$ cat src/rtl/mem_arbiter.sv
// mem_arbiter: round-robin arbiter and sequencer that shares one single-port scratch
// memory between two requesters (A and B).
//
// Ports
//   clk, rst_n                  clock, asynchronous active-low reset
//   a_valid/a_write/a_addr/a_wdata   requester A command (held until a_ready)
//   a_ready                     A command accepted this cycle (combinational)
//   a_rvalid/a_rdata            A read response pulse / last read data
//   b_*                         same set for requester B
//   mem_read/mem_write          memory strobes (never both high)
//   mem_addr/mem_wdata          memory address / write data (held outside ISSUE)
//   mem_rdata                   memory read data, valid the cycle after mem_read
//   busy                        FSM is not in IDLE
//
// Command flow: IDLE (grant) -> ISSUE (strobe) -> IDLE for writes, or
// ISSUE -> WAIT -> CAPTURE -> IDLE for reads.
module mem_arbiter #(
   parameter int unsigned ADDR_WIDTH = 5,
   parameter int unsigned DATA_WIDTH = 8
) (
   input  logic                  clk,
   input  logic                  rst_n,
   input  logic                  a_valid,
   input  logic                  a_write,
   input  logic [ADDR_WIDTH-1:0] a_addr,
   input  logic [DATA_WIDTH-1:0] a_wdata,
   output logic                  a_ready,
   output logic                  a_rvalid,
   output logic [DATA_WIDTH-1:0] a_rdata,
   input  logic                  b_valid,
   input  logic                  b_write,
   input  logic [ADDR_WIDTH-1:0] b_addr,
   input  logic [DATA_WIDTH-1:0] b_wdata,
   output logic                  b_ready,
   output logic                  b_rvalid,
   output logic [DATA_WIDTH-1:0] b_rdata,
   output logic                  mem_read,
   output logic                  mem_write,
   output logic [ADDR_WIDTH-1:0] mem_addr,
   output logic [DATA_WIDTH-1:0] mem_wdata,
   input  logic [DATA_WIDTH-1:0] mem_rdata,
   output logic                  busy
);

   typedef enum logic [1:0] {StIdle, StIssue, StWait, StCapture} state_e;

   state_e                state_q;
   logic                  prio_q;       // 0 = A wins a contested grant, 1 = B
   logic                  owner_q;      // 0 = A, 1 = B
   logic                  cmd_write_q;
   logic [ADDR_WIDTH-1:0] cmd_addr_q;
   logic [DATA_WIDTH-1:0] cmd_wdata_q;
   logic                  mem_read_q;
   logic                  mem_write_q;
   logic                  busy_q;
   logic                  a_rvalid_q;
   logic                  b_rvalid_q;
   logic [DATA_WIDTH-1:0] a_rdata_q;
   logic [DATA_WIDTH-1:0] b_rdata_q;

   logic                  grant_a;
   logic                  grant_b;
   logic                  sel_write;
   logic [ADDR_WIDTH-1:0] sel_addr;
   logic [DATA_WIDTH-1:0] sel_wdata;

   // Winner selection: a lone requester always wins; contention goes to prio_q.
   always_comb begin
      grant_a   = 1'b0;
      grant_b   = 1'b0;
      if (state_q == StIdle) begin
         grant_a = a_valid & (~b_valid | ~prio_q);
         grant_b = b_valid & (~a_valid |  prio_q);
      end
      sel_write = grant_b ? b_write : a_write;
      sel_addr  = grant_b ? b_addr  : a_addr;
      sel_wdata = grant_b ? b_wdata : a_wdata;
   end

   always_ff @(posedge clk or negedge rst_n) begin
      if (!rst_n) begin
         state_q     <= StIdle;
         prio_q      <= 1'b0;
         owner_q     <= 1'b0;
         cmd_write_q <= 1'b0;
         cmd_addr_q  <= '0;
         cmd_wdata_q <= '0;
         mem_read_q  <= 1'b0;
         mem_write_q <= 1'b0;
         busy_q      <= 1'b0;
         a_rvalid_q  <= 1'b0;
         b_rvalid_q  <= 1'b0;
         a_rdata_q   <= '0;
         b_rdata_q   <= '0;
      end else begin
         // Strobes and response pulses last a single cycle.
         mem_read_q  <= 1'b0;
         mem_write_q <= 1'b0;
         a_rvalid_q  <= 1'b0;
         b_rvalid_q  <= 1'b0;
         unique case (state_q)
            StIdle: begin
               if (grant_a || grant_b) begin
                  owner_q     <= grant_b;
                  prio_q      <= ~grant_b;
                  cmd_write_q <= sel_write;
                  cmd_addr_q  <= sel_addr;
                  cmd_wdata_q <= sel_wdata;
                  // Strobes are registered here so they appear during ISSUE.
                  mem_write_q <= sel_write;
                  mem_read_q  <= ~sel_write;
                  busy_q      <= 1'b1;
                  state_q     <= StIssue;
               end
            end
            StIssue: begin
               busy_q  <= ~cmd_write_q;
               state_q <= cmd_write_q ? StIdle : StWait;
            end
            StWait: begin
               state_q <= StCapture;
            end
            StCapture: begin
               if (owner_q) begin
                  b_rdata_q  <= mem_rdata;
                  b_rvalid_q <= 1'b1;
               end else begin
                  a_rdata_q  <= mem_rdata;
                  a_rvalid_q <= 1'b1;
               end
               busy_q  <= 1'b0;
               state_q <= StIdle;
            end
            default: begin
               busy_q  <= 1'b0;
               state_q <= StIdle;
            end
         endcase
      end
   end

   assign a_ready   = grant_a;
   assign b_ready   = grant_b;
   assign a_rvalid  = a_rvalid_q;
   assign b_rvalid  = b_rvalid_q;
   assign a_rdata   = a_rdata_q;
   assign b_rdata   = b_rdata_q;
   assign mem_read  = mem_read_q;
   assign mem_write = mem_write_q;
   // The command register only changes on a grant, so it holds outside ISSUE.
   assign mem_addr  = cmd_addr_q;
   assign mem_wdata = cmd_wdata_q;
   assign busy      = busy_q;

endmodule

$ cat config.mk
export PLATFORM = sky130hd
export DESIGN_NAME = mem_arbiter
export DESIGN_NICKNAME = d
export VERILOG_FILES = /design/src/rtl/mem_arbiter.sv
export SDC_FILE = /design/constraint.sdc
export NUM_CORES = 1
export LEC_CHECK = 0
export ABC_AREA = 1
export CORE_ASPECT_RATIO = 0.5
export CORE_MARGIN = 5
export CORE_UTILIZATION = 45
export DETAILED_ROUTE_END_ITERATION = 10
export PLACE_DENSITY = 0.85
export SLEW_MARGIN = 20
export SYNTH_ARGS = -nofsm -noshare
export SYNTH_HDL_FRONTEND = slang
export SYNTH_SLANG_ARGS = --single-unit
$ cat constraint.sdc
create_clock -name clk -period 2.2 [get_ports clk]
set_input_delay 0.66 -clock clk [delete_from_list [all_inputs] [get_ports clk]]
set_output_delay 0.66 -clock clk [all_outputs]
set_load 0.02 [all_outputs]
==> run summary <==
For this block, the via count after detailed routing is 1651. The complex-gate fraction of the synthesized area is 7.45%. The count of state elements after synthesis is 39, and the number of nets with antenna violations after detailed routing is 0. For the number of fill cells, the log shows 258. The source-to-sink clock delay at the later pin of the worst-skew pair was 0.29 ns. The final worst clock skew is 0.00287 ns, and the CTS buffer count is 5.

During I/O placement, the number of pins put on the boundary was 76. Along the worst path, the maximum fanout reaches 3. The longest clock path from root to sink contains 2 buffers.

Traced cell by cell, the critical path runs through dlygate4sd2_1 > nand2_1 > a21oi_2 > buf_4. The tools report the count of distinct cell types in the synthesized netlist as 15. Sequential elements use 57.0% of the synthesized area.

The floorplan has 15 rows. The minimum setup slack in the final design was 0.175 ns. Setup violations remaining at the end of the flow were counted as 0.

Based on the critical path, the design can be clocked at up to 494 MHz. The count of nets after finishing was 323. After detailed routing, the number of remaining DRC violations is 0. The worst pin sits at a relative slew slack of 42.6%. Including well taps, the total number of placed cells is 327.

The synthesized instance count was 200; the minimum clock period was 2.02 ns. The number of nets in the synthesized netlist is 240. The initial antenna violation count was 0; the standby leakage power was 1.35 nW. For the worst IR drop on VDD, the log shows 0.891 mV.

In this run the register-to-register setup slack is 0.71 ns. Clock tree synthesis selected as its root buffer the cell sky130_fd_sc_hd__clkbuf_8. Entering global routing, the biggest net connects 40 pins. For this run, the number of standard cells in the final layout without fillers is 335.

The path class of the tightest hold or removal check is in2async. The first global-routing pass estimated 7.93 mm of wire. The synthesized netlist devotes 0% of its cell area to XOR and XNOR gates. The total power per unit cell area was 1470 nW/um^2; the number of H-tree branching levels was 2. Setup repair after global routing left no endpoint under its margin. The post-synthesis adder-cell area fraction was 0%.

By area, the combinational part of the netlist is dominated by simple AND/OR/NAND/NOR gates. The largest incremental delay on the critical path came out at 0.25 ns. TritonCTS built the clock tree.

In this run the vertical extent of the chip is 53.6 um. The multiplexer fraction of the synthesized cell area came out at 0%. The post-synthesis simple-gate area fraction is 27.0%. The flow ran to the end, and the final reports show no timing, DRC or antenna violations.

For the number of global-route vias before repair, the log shows 1691. Sequential cells burn 32.1% of the power. The count of yosys warnings during synthesis is 0. STA classifies the critical path endpoint as an output pin. STA puts the critical path data required time at 1.54 ns.

The final layout contains routed wiring with a total length of 4.90 mm. The chip width is 97.3 um, and the post-CTS setup buffer count is 0. Buffers placed on the I/O ports in this run total 75. The tools report the data arrival time of the critical path as 1.36 ns. The number of cells on the critical path was 4.

The top cell types in the final layout, fill and taps aside, are sky130_fd_sc_hd__nand2_1, sky130_fd_sc_hd__clkdlybuf4s50_1, sky130_fd_sc_hd__dfrtp_1, sky130_fd_sc_hd__inv_1, sky130_fd_sc_hd__o21ai_0. The sequential cell area was 976 um^2; the max capacitance violation total was 0. Dividing the final minimum period by the clock period gives 92.0%. The total area inside the core boundary comes to 3550 um^2.

Among cell families on the critical path, the largest total delay comes from buffers and inverters. The length in cells of the worst reg-to-reg path came out at 3. The run gives 0 as the final-report max-slew violation count.

The run gives 0 as the final count of hold timing violations. The die covers 5220 um^2. Counting every sink on the clock net gives 39. The tools report the post-synthesis instance area as 1710 um^2.

In this run the mean area of a mapped cell was 8.56 um^2. Routability-driven placement finished with a final weighted congestion of 0.774. Summing all multi-input logic gate instances after layout gives 596 um^2.

The class of the most critical setup path is in2out. The pin slew with the least headroom to its limit is 0.861 ns. For the first-iteration detailed-routing DRC count, the log shows 73. For the number of search-and-repair iterations in the first detailed-routing pass, the log shows 4.

Net switching is 39.4% of the power. The number of antenna diodes in the final layout is 0. At the placement stage, the worst setup path has a slack of -0.499 ns.

From synthesis to final layout, the design area changed by 55.1%. Cells with a size suffix above 1 make up 9.15% of the layout. After detailed routing, the number of vias per cell comes to 4.93.

The overall overflow remaining after global route was 0. The average wire per standard cell is 14.6 um, and the buffering stage count on the worst path with inverters included is 2. Buffers inserted to repair hold after CTS numbered 0. In this run the critical register-to-register path is captured at b_rdata[7]$_DFFE_PN0P_.

The launching element of the worst setup path is a_valid. The clock-pin slew of the registers on the worst-case setup and hold paths was 0.08 ns; the net switching power of the design was 0.00154 W. In this run, the clock network consumes 18.2% of the power. The slowest stage of the critical path belongs to the cell sky130_fd_sc_hd__dlygate4sd2_1. Internal power comes to 0.00236 W.

Once the floorplan was initialized, standard cells occupied 48.3% of the core. STA classifies the critical path startpoint as an input port. After legalization and detailed placement, the total HPWL measured 3.42 mm. The combined global-route utilization of all metal layers was 19.9%. In this run, the combinational gates consume 49.8% of the power. The most common library cell in the layout ignoring fill and taps was sky130_fd_sc_hd__nand2_1.
-- worst reg2reg max path, cell delays in order (launching register included) --
cell and delay, ns:
sky130_fd_sc_hd__dfrtp_1 0.41, sky130_fd_sc_hd__buf_4 0.16, sky130_fd_sc_hd__nand3_1 0.43, sky130_fd_sc_hd__o21ai_0 0.39
-- layout make-up --
type | instances | area share, %
sequential | 39 | 36.7
clock inverter | 2 | 2.26
inverter | 21 | 2.97
timing repair buffer | 85 | 30.5
multi-input combinational | 131 | 22.4
tap | 51 | 2.40
clock buffer | 6 | 2.73
-- metal layers --
| metal | vias up | part of all wire [%] | track usage [%] |
|---|---|---|---|
| met1 | 778 | 40 | 22.6 |
| met2 | 62 | 53 | 37.1 |
| li1 | 800 | - | - |
| met3 | 11 | 5.1 | 4.92 |
| met5 | - | 0 | 0 |
| met4 | 0 | 2.1 | 8.74 |
-- per-stage QoR --
| stage | setup TNS, ns | hold slack (ns) | total power [W] | utilization, % | area [um^2] |
|---|---|---|---|---|---|
| floorplan | 0 | 0.364 | 0.00227 | - | 1710 |
| global placement | -0.910 | 0.462 | 0.00311 | 71.3 | 2530 |
| finish | 0 | 0.472 | 0.00390 | 74.9 | 2660 |
| global route | 0 | 0.505 | 0.00415 | 74.9 | 2660 |
| CTS | 0 | 0.489 | 0.00393 | 74.9 | 2660 |
| detailed placement | -0.939 | 0.469 | 0.00320 | 71.3 | 2530 |
-- worst max path at each step --
stage | endpoint | slack (ns)
global placement | b_ready | -0.48
finish | a_ready | 0.18
detailed placement | b_ready | -0.50
global route | a_ready | 0.13
CTS | b_ready | 0.19
floorplan | a_ready | 0.14
-- cell usage after synthesis --
master / count / area, um^2
sky130_fd_sc_hd__nand2_1: 88 / 330
sky130_fd_sc_hd__dfrtp_1: 39 / 976
sky130_fd_sc_hd__inv_1: 20 / 75.1
sky130_fd_sc_hd__o21ai_0: 19 / 95.1
sky130_fd_sc_hd__nand4_1: 14 / 87.6
sky130_fd_sc_hd__buf_2: 4 / 20.0
sky130_fd_sc_hd__buf_6: 4 / 45.0
sky130_fd_sc_hd__a21oi_1: 3 / 15.0
sky130_fd_sc_hd__nand3_1: 3 / 15.0
sky130_fd_sc_hd__clkbuf_1: 1 / 3.75
sky130_fd_sc_hd__inv_2: 1 / 3.75
sky130_fd_sc_hd__nand3_4: 1 / 17.5
sky130_fd_sc_hd__nor2_4: 1 / 11.3
sky130_fd_sc_hd__o21ai_2: 1 / 8.76
sky130_fd_sc_hd__o221ai_1: 1 / 8.76
-- registers in the layout, summed over array words and instances, names as in the netlist, 5 cells and up, named ones only --
signal / flops
a_rdata: 8
mem_wdata: 8
mem_addr: 5
b_rdata: 8
-- power groups by stage --
stage | combinational (W) | clock, W | sequential, W
2_1_floorplan | 0.000667 | 0 | 0.00161
4_1_cts | 0.00196 | 0.000715 | 0.00125
5_1_grt | 0.00210 | 0.000754 | 0.00129
3_5_place_dp | 0.00195 | 0 | 0.00125
6_report | 0.00194 | 0.000709 | 0.00125
3_3_place_gp | 0.00188 | 0 | 0.00123
-- logic make-up after synthesis --
group                  after synthesis
and+or+nand+nor                    107
AOI/OAI and AO/OA                   24
DFF                                 39
buffers and inverters               30
-- what timing repair did --
item / in CTS / in global routing
hold endpoints to repair: 0 / 0
gates resized for setup: 13 / 0
setup endpoints to repair: 2 / 0
Power figures use the tool's default switching activity.
